File: config.mk
export PLATFORM = sky130hd
export DESIGN_NAME = alu_arbiter
export DESIGN_NICKNAME = d
export VERILOG_FILES = /design/src/rtl/alu_pkg.sv /design/src/rtl/alu.sv /design/src/rtl/alu_arbiter.sv
export SDC_FILE = /design/constraint.sdc
export NUM_CORES = 1
export LEC_CHECK = 0
export BUFFER_PORTS_ARGS = -buffer_cell sky130_fd_sc_hd__buf_2
export CAP_MARGIN = 40
export CORE_MARGIN = 2
export CORE_UTILIZATION = 45
export DETAILED_ROUTE_END_ITERATION = 8
export GPL_TIMING_DRIVEN = 0
export PLACE_DENSITY = 0.78
export SLEW_MARGIN = 20
export SYNTH_ARGS = -nofsm -noshare
export SYNTH_HDL_FRONTEND = slang
export SYNTH_HIERARCHICAL = 1
export SYNTH_SLANG_ARGS = --single-unit
File: constraint.sdc
create_clock -name clk -period 5.6 [get_ports clk]
set_input_delay 0.28 -clock clk [delete_from_list [all_inputs] [get_ports clk]]
set_output_delay 0.28 -clock clk [all_outputs]
set_load 0.02 [all_outputs]
File: src/rtl/alu_pkg.sv
// rtl/alu_pkg.sv - shared ALU operation codes and requester count for alu_arbiter.
package alu_pkg;

  localparam logic [3:0] ALU_ADD  = 4'd0;
  localparam logic [3:0] ALU_SUB  = 4'd1;
  localparam logic [3:0] ALU_AND  = 4'd2;
  localparam logic [3:0] ALU_OR   = 4'd3;
  localparam logic [3:0] ALU_XOR  = 4'd4;
  localparam logic [3:0] ALU_SLL  = 4'd5;
  localparam logic [3:0] ALU_SRL  = 4'd6;
  localparam logic [3:0] ALU_SRA  = 4'd7;
  localparam logic [3:0] ALU_SLT  = 4'd8;
  localparam logic [3:0] ALU_SLTU = 4'd9;

  localparam int NUM_REQ = 2;

endpackage

File: src/rtl/alu.sv
// rtl/alu.sv - core combinational ALU; flags compare the operands, zero reflects the result.
module alu
  import alu_pkg::*;
(
  input  logic [31:0] op1,
  input  logic [31:0] op2,
  input  logic [3:0]  ctrl,
  output logic [31:0] result,
  output logic        lt,
  output logic        ltu,
  output logic        zero
);

  logic [4:0] shamt;

  assign shamt = op2[4:0];
  assign lt    = $signed(op1) < $signed(op2);
  assign ltu   = op1 < op2;

  always_comb begin
    result = '0;
    case (ctrl)
      ALU_ADD:  result = op1 + op2;
      ALU_SUB:  result = op1 - op2;
      ALU_AND:  result = op1 & op2;
      ALU_OR:   result = op1 | op2;
      ALU_XOR:  result = op1 ^ op2;
      ALU_SLL:  result = op1 << shamt;
      ALU_SRL:  result = op1 >> shamt;
      ALU_SRA:  result = $unsigned($signed(op1) >>> shamt);
      ALU_SLT:  result = {31'b0, lt};
      ALU_SLTU: result = {31'b0, ltu};
      default:  result = '0;
    endcase
  end

  assign zero = (result == '0);

endmodule

File: src/rtl/alu_arbiter.sv
// rtl/alu_arbiter.sv - two-requester front end sharing one ALU, with a registered response slot each.
// Round-robin by default; ALU_ARB_FIXED_PRIO_EN selects fixed priority (requester 0 wins ties).
module alu_arbiter
  import alu_pkg::*;
#(
  parameter int TAG_W = 4
) (
  input  logic             clk,
  input  logic             rst_n,
  input  logic             req0_valid,
  output logic             req0_ready,
  input  logic [31:0]      req0_op1,
  input  logic [31:0]      req0_op2,
  input  logic [3:0]       req0_ctrl,
  input  logic [TAG_W-1:0] req0_tag,
  input  logic             req1_valid,
  output logic             req1_ready,
  input  logic [31:0]      req1_op1,
  input  logic [31:0]      req1_op2,
  input  logic [3:0]       req1_ctrl,
  input  logic [TAG_W-1:0] req1_tag,
  output logic             rsp0_valid,
  input  logic             rsp0_ready,
  output logic [31:0]      rsp0_result,
  output logic             rsp0_lt,
  output logic             rsp0_ltu,
  output logic             rsp0_zero,
  output logic [TAG_W-1:0] rsp0_tag,
  output logic             rsp1_valid,
  input  logic             rsp1_ready,
  output logic [31:0]      rsp1_result,
  output logic             rsp1_lt,
  output logic             rsp1_ltu,
  output logic             rsp1_zero,
  output logic [TAG_W-1:0] rsp1_tag
);

  logic [NUM_REQ-1:0] elig;
  logic [NUM_REQ-1:0] grant;
  logic [31:0]        alu_op1;
  logic [31:0]        alu_op2;
  logic [3:0]         alu_ctrl;
  logic [TAG_W-1:0]   sel_tag;
  logic [31:0]        alu_result;
  logic               alu_lt;
  logic               alu_ltu;
  logic               alu_zero;

  // A slot that is being drained this cycle can take a new result on the same edge.
  assign elig[0] = req0_valid & (~rsp0_valid | rsp0_ready);
  assign elig[1] = req1_valid & (~rsp1_valid | rsp1_ready);

`ifdef ALU_ARB_FIXED_PRIO_EN
  assign grant[0] = rst_n & elig[0];
  assign grant[1] = rst_n & elig[1] & ~elig[0];
`else
  // Index of the most recent winner; reset to 1 so requester 0 takes the first tie.
  logic last_grant;

  assign grant[0] = rst_n & elig[0] & (~elig[1] | last_grant);
  assign grant[1] = rst_n & elig[1] & (~elig[0] | ~last_grant);

  always_ff @(posedge clk) begin
    if (!rst_n) begin
      last_grant <= 1'b1;
    end else if (grant[0]) begin
      last_grant <= 1'b0;
    end else if (grant[1]) begin
      last_grant <= 1'b1;
    end
  end
`endif

  assign req0_ready = grant[0];
  assign req1_ready = grant[1];

  always_comb begin
    alu_op1  = req0_op1;
    alu_op2  = req0_op2;
    alu_ctrl = req0_ctrl;
    sel_tag  = req0_tag;
    if (grant[1]) begin
      alu_op1  = req1_op1;
      alu_op2  = req1_op2;
      alu_ctrl = req1_ctrl;
      sel_tag  = req1_tag;
    end
  end

  alu u_alu (
    .op1    (alu_op1),
    .op2    (alu_op2),
    .ctrl   (alu_ctrl),
    .result (alu_result),
    .lt     (alu_lt),
    .ltu    (alu_ltu),
    .zero   (alu_zero)
  );

  always_ff @(posedge clk) begin
    if (!rst_n) begin
      rsp0_valid <= 1'b0;
      rsp1_valid <= 1'b0;
    end else begin
      if (grant[0]) begin
        rsp0_valid <= 1'b1;
      end else if (rsp0_ready) begin
        rsp0_valid <= 1'b0;
      end
      if (grant[1]) begin
        rsp1_valid <= 1'b1;
      end else if (rsp1_ready) begin
        rsp1_valid <= 1'b0;
      end
    end
  end

  always_ff @(posedge clk) begin
    if (grant[0]) begin
      rsp0_result <= alu_result;
      rsp0_lt     <= alu_lt;
      rsp0_ltu    <= alu_ltu;
      rsp0_zero   <= alu_zero;
      rsp0_tag    <= sel_tag;
    end
    if (grant[1]) begin
      rsp1_result <= alu_result;
      rsp1_lt     <= alu_lt;
      rsp1_ltu    <= alu_ltu;
      rsp1_zero   <= alu_zero;
      rsp1_tag    <= sel_tag;
    end
  end

endmodule

* Yosys cells after proc, flatten, opt, wreduce, memory -nomap -nowiden *
Index checks and enable logic that the tools add are counted.

storage, ports and cells
  bits in writable memories = 0
  memories kept = 0
  input port bits = 150
  output and inout port bits = 82
  logic and storage cells = 63
  flip-flop bits (word level) = 81
  bits in read-only memories = 0
  bits in latches = 0

operators by class
  $add $sub $neg = 2
  $mul = 0
  bitwise logic cells = 18
  equal/unequal tests = 9
  reduce and logical (&&, ||, !) cells = 5
  multiplexer cells = 11
  order comparisons = 2
  divide/modulo/power cells = 0
  shift-type cells = 3

operator list
  kind                  count
  $pmux W32 S10         1
  $lt A32 B32 Y1        2
  $mux W32              2
  $add A32 B32 Y32      1
  $and A32 B32 Y32      1
  $logic_not A32 Y1     1
  $or A32 B32 Y32       1
  $shl A32 B5 Y32       1
  $shr A32 B5 Y32       1
  $sshr A32 B5 Y32      1
  $sub A32 B32 Y32      1
  $xor A32 B32 Y32      1
  $eq A4 B3 Y1 const B  4
  $eq A4 B2 Y1 const B  2
  $eq A4 B4 Y1 const B  2
  $mux W4               2
  $and A1 B1 Y1         6
  $mux W1               6
  $reduce_bool A2 Y1    3
  $not A1 Y1            5
  $eq A4 B1 Y1 const B  1
  $logic_not A4 Y1      1
  $or A1 B1 Y1          4

* Depth between registers and ports, before layout *
  depth in word-level cells = 10
  mapped depth = 25
  gate-level depth less buffers = 18

* Hierarchy *
The synthesis kept the hierarchy.

modules (own cells, without submodules)
  module       cells an instance  seq. area each (µm²)  instances  area each (µm²)
  alu          1,376              0.0                   1          9,969.6
  alu_arbiter  174                2,402.3               1          3,722.3

* Worst setup path before layout *
OpenSTA, ideal clock, no wires.

  path type = register to register
  start = register rsp0_valid
  end = register rsp0_zero (data pin)
  cell stages (with the launch flop) = 26
  period minus slack after synthesis = 5.432 ns
  library setup time = 0.197 ns
  path slack = 0.168 ns
  required time = 5.403 ns
  data arrival time = 5.235 ns
  path buffers = 8
  path through = dfxtp_1 -> nand2b_4 -> nand3_2 -> and4_4 -> buf_12 -> buf_12 -> mux2_4 -> buf_2 -> buf_2 -> buf_2 -> inv_2 -> buf_2 -> buf_2 -> ha_1 -> buf_2 -> o21bai_1 -> o2111ai_1 -> a21oi_1 -> or4b_2 -> a211oi_2 -> nand4_1 -> nor3b_2 -> nand4b_1 -> nor4_1 -> nand4bb_1 -> nor4bb_1

on the way
  word-level cells in the longest chain between the ends = 10
  elaborated cells between the ends (all ways) = 31
  classes of those cells = add/sub: 2; order compare: 2; eq/ne: 9; shift: 3; mux: 4; bitwise: 9; reduce/logical: 2

ends and longest elaborated chain
  element                                         RTL line            text
  start, declared                                 alu_arbiter.sv:22   output logic rsp0_valid,
  start signal, assigned                          alu_arbiter.sv:102  rsp0_valid <= 1'b0;
  start signal, assigned                          alu_arbiter.sv:106  rsp0_valid <= 1'b1;
  start signal, assigned                          alu_arbiter.sv:108  rsp0_valid <= 1'b0;
  $not A1 Y1 *                                    alu_arbiter.sv:50   assign elig[0] = req0_valid & (~rsp0_valid | rsp0_ready);
  $or A1 B1 Y1 *                                  alu_arbiter.sv:50
  $and A1 B1 Y1 *                                 alu_arbiter.sv:50
  $not A1 Y1 *                                    alu_arbiter.sv:61   assign grant[1] = rst_n & elig[1] & (~elig[0] | ~last_grant);
  $or A1 B1 Y1 *                                  alu_arbiter.sv:61
  $and A1 B1 Y1 *                                 alu_arbiter.sv:61
  $mux W32 *                                      alu_arbiter.sv:82   if (grant[1]) begin
  via alu_op2[2]                                  alu_arbiter.sv:41   logic [31:0] alu_op2;
  $sub A32 B32 Y32, or another cell as far along  alu.sv:24           ALU_SUB: result = op1 - op2;
  $pmux W32 S10 *                                 alu.sv:22           case (ctrl)
  $logic_not A32 Y1 *                             alu.sv:37           assign zero = (result == '0);
  via alu_zero                                    alu_arbiter.sv:47   logic alu_zero;
  end signal, assigned                            alu_arbiter.sv:123  rsp0_zero <= alu_zero;
  end, declared                                   alu_arbiter.sv:27   output logic rsp0_zero,

Mark *: on every way through the listed nets, which the timed path passes. The rest lies on a longest branch.
A chain may end at the register's enable or synchronous reset.

* Worst setup path after layout *
  start = register rsp0_valid
  end = register rsp1_zero (data pin)

on the way
  word-level cells in the longest chain between the ends = 10
  elaborated cells between the ends (all ways) = 31
  classes of those cells = add/sub: 2; order compare: 2; eq/ne: 9; shift: 3; mux: 4; bitwise: 9; reduce/logical: 2

ends and longest elaborated chain
  element                                         RTL line            text
  $not A1 Y1 *                                    alu_arbiter.sv:50
  $or A1 B1 Y1 *                                  alu_arbiter.sv:50
  $and A1 B1 Y1 *                                 alu_arbiter.sv:50
  $not A1 Y1 *                                    alu_arbiter.sv:61
  $or A1 B1 Y1 *                                  alu_arbiter.sv:61
  $and A1 B1 Y1 *                                 alu_arbiter.sv:61
  $mux W32 *                                      alu_arbiter.sv:82
  via alu_op2[0]                                  alu_arbiter.sv:41
  $sub A32 B32 Y32, or another cell as far along  alu.sv:24
  $pmux W32 S10 *                                 alu.sv:22
  $logic_not A32 Y1 *                             alu.sv:37
  via alu_zero                                    alu_arbiter.sv:47
  end signal, assigned                            alu_arbiter.sv:130  rsp1_zero <= alu_zero;
  end, declared                                   alu_arbiter.sv:34   output logic rsp1_zero,

Marks and branches as above.

==> impl_metrics.env <==
export IMPL_antenna_found_initial=0
export IMPL_worst_slack_ns=-0.09926
export IMPL_cp_start_kind="flop"
export IMPL_reg2reg_from="rsp0_valid"
export IMPL_placed_cell_area_um2=15430
export IMPL_vias_per_cell=7.017
export IMPL_final_period_utilization_pct=101.8
export IMPL_final_setup_viol_count=2
export IMPL_period_needed_ns=5.699
export IMPL_final_area_um2=16200
export IMPL_min_path_cells=2
export IMPL_worstPathArrival_ns=5.86
export IMPL_synth_edf_count=78
export IMPL_crit_type="reg2reg"
export IMPL_ys_warnings_count=6
export IMPL_final_cell_mix="252 x buf_2, 141 x nand2_1, 105 x nor2_1"
export IMPL_cp_cell_sequence="nand2b_4, nand3_2, and4_4, buf_12, buf_12, mux2_4, buf_6, buf_6, mux2_4, a222oi_1, nand2_1, and3_1, nor4_2, nand4_1, nor3b_2, nand4b_1, nor4_2, nand4bb_1, nor4bb_2"
export IMPL_port_buffers=231
export IMPL_syn_cell_area_um2=13690
export IMPL_synth_seq_area_share_pct=17.55
export IMPL_avgSynthCellArea_um2=8.833
export IMPL_hold_end="rsp1_valid"
export IMPL_finalHoldViolations=0
export IMPL_ff2ff_path_depth=19
export IMPL_drtIter0Drc=2021
export IMPL_grt_total_usage_pct=42.80
export IMPL_synth_top_family_by_area="compound AO/OA/AOI/OAI gates"
export IMPL_finalPower_mw=3.588
export IMPL_synth_xor_area_share_pct=0.9595
export IMPL_synthAdderAreaFrac_pct=9.248
export IMPL_hold_class="in2reg"
export IMPL_clk_latency_ns=0.36
export IMPL_cap_violations=0
export IMPL_clock_skew_ns=0.009905
export IMPL_peakVddDrop_v=0.0001491
export IMPL_fin_hold_ws_ns=0.2122
export IMPL_powerDensity_nw_per_um2=221.4
export IMPL_wire_per_inst_um=31.68
export IMPL_synth_seq_cells=81
export IMPL_layout_nets=2047
export IMPL_drive_gt1_share_pct=31.08
export IMPL_yosys_most_used_dff="edfxtp_1"
export IMPL_synth_compound_area_share_pct=24.23
export IMPL_status="finished with violations"
export IMPL_min_from="rst_n"
export IMPL_clock_sinks=81
export IMPL_num_antenna_cells=0
export IMPL_synthCells=1550
export IMPL_timing_fmax_mhz=175.5
export IMPL_nFillCells=2823
export IMPL_cpPeakStageDelay_ns=0.96
export IMPL_gp_congestion=1.092
export IMPL_grt_pass1_wl_um=97590
export IMPL_cts_buffers=9
export IMPL_grt_pass1_vias=14350
export IMPL_grt_ovfl_total=0
export IMPL_dpl_hpwl_um=55780
export IMPL_yosysUniqueCellTypes=102
export IMPL_wirelength_um=69440
export IMPL_cts_htree_levels=3
export IMPL_cts_hold_buf=0
export IMPL_crit_required_ns=5.76
export IMPL_die_h_um=178.4
export IMPL_relSlewSlack_pct=24.15
export IMPL_drcViolationCount=0
export IMPL_worst_pin_slew_ns=1.138
export IMPL_endpoint_kind="flop"
export IMPL_crit_slowest_cell="a222oi_1"
export IMPL_clock_path_buffers=2
export IMPL_num_rows=63
export IMPL_drv_slew=0
export IMPL_r2r_slack_ns=-0.1
export IMPL_die_x_um=178.4
export IMPL_ant_nets=0
export IMPL_vias=15380
export IMPL_cts_root_buf="clkbuf_16"
export IMPL_grt_max_degree=50
export IMPL_layout_commonest_cell="buf_2"
export IMPL_core_um2=29800
export IMPL_r2r_end="rsp1_zero"
export IMPL_start_util_pct=45.95
export IMPL_cp_max_fo=10
export IMPL_synthSimpleGateAreaFrac_pct=15.96
export IMPL_p_leak_nw=6.832
export IMPL_synth_nets=1800
export IMPL_first_pass_iters=5
export IMPL_die_area_um2=31840
export IMPL_clk_pin_slew_ns=0.06
export IMPL_async_reset_ff_share_pct=0
export IMPL_crit_start="rsp0_valid"
export IMPL_synth_mux_area_share_pct=23.24
export IMPL_violations="setup timing"
export IMPL_ios=232
export IMPL_cts_tree="done"
export IMPL_area_growth_pct=18.34
## cell families (layout without fill, tap and decap cells)
kind of cell	Yosys count	count (layout)
muxes	201	201
xor gates and xnor gates	15	15
AOI/OAI and AO/OA	482	482
buffers and inverters	230	482
adders and majority gates	100	100
DFF	81	81
and+or+nand+nor	441	441
## critical path, delay by kind of cell (launching register included)
kind            cells  cell delay, ns
buf+inv             4            0.67
compound gates      1            0.96
flops               1            0.35
simple gates       12            2.79
mux                 2            0.71
## layer usage
layer	part of all wire [%]	GRT usage, %	vias up
met3	12	9.783	268
met2	43	64.91	1242
met1	38	55.00	7427
li1	-	-	6445
met5	0	0	-
met4	7.6	26.56	0
## sequential cells by signal, summed over array words and instances (netlist names), 4 cells and up
register	flops
rsp0_result	32
rsp0_tag	4
rsp1_result	32
rsp1_tag	4
## metrics by stage
step	utilization [%]	setup WS, ns	TNS, ns	instances
global route	54.38	-0.02845	-0.05674	2192
detailed placement	51.78	-1.714	-24.17	2178
floorplan	-	0.1684	0	1550
CTS	53.64	0.01293	0	2192
global placement	51.47	-1.704	-23.86	2171
finish	54.38	-0.09926	-0.1979	2192
## area by class of cell
type	instances	area [um2]	area share [%]
flip-flops and latches	81	2404	14.83
clock buffers	10	229.0	1.413
multi-input cells	1239	10460	64.53
repair buffers	252	1335	8.239
well taps	390	488.0	3.012
plain buffers	106	814.5	5.027
clock inverters	6	58.81	0.3629
inverters	108	419.2	2.587
## synth_stat cells (10+ instances only)
cell type    n  share of area (%)
mux2_2      18                1.5
o31ai_1     14               0.77
o21bai_1    16               0.88
inv_1      102                2.8
nor2b_1     15               0.69
nor4_1      18               0.82
buf_2       28                1.0
nand4_1     14               0.64
nor2_1     108                3.0
o221ai_1    15               0.96
nand2_1    141                3.9
a31oi_1     21               0.96
o22ai_1     15               0.69
xnor2_1     14               0.90
a21oi_1    105                3.8
o21ai_0     84                3.1
ha_1        98                9.0
o211ai_1    25                1.4
o2111ai_1   16                1.0
mux2i_1     52                3.8
a211oi_1    21                1.2
mux2_4      73                8.0
nor3_1      35                1.3
edfxtp_1    78                 17
mux4_2      43                7.1
a221oi_1    11               0.70
a2111oi_0   10               0.64
clkbuf_1    59                1.6
a22oi_1     18               0.99
mux4_1      15                2.9
nand2b_1    12               0.55
nand3_1     27               0.99
or2_2       10               0.46
a21o_1      16               0.88
## repair_timing
| action | in CTS | in global routing |
|---|---|---|
| setup endpoints to repair | 46 | 2 |
| resized for setup | 63 | 45 |
| pin swaps | 12 | 16 |
| setup buffers | 8 | 5 |
## worst max-delay path by stage
| stage | depth (start not counted) | end | slack [ns] |
|---|---|---|---|
| floorplan | 25 | rsp0_zero | 0.17 |
| global placement | 26 | rsp0_zero | -1.70 |
| detailed placement | 26 | rsp0_zero | -1.71 |
| CTS | 22 | rsp1_zero | 0.01 |
| global route | 21 | rsp1_zero | -0.03 |
| finish | 19 | rsp1_zero | -0.1 |
## where the power goes
group / switching [mW] / internal [mW] / leakage [nW]
logic: 1.45 / 0.801 / 5.93
registers: 0.00932 / 0.741 / 0.761
clock network: 0.243 / 0.342 / 0.138
(Power assumes the default switching activity.)
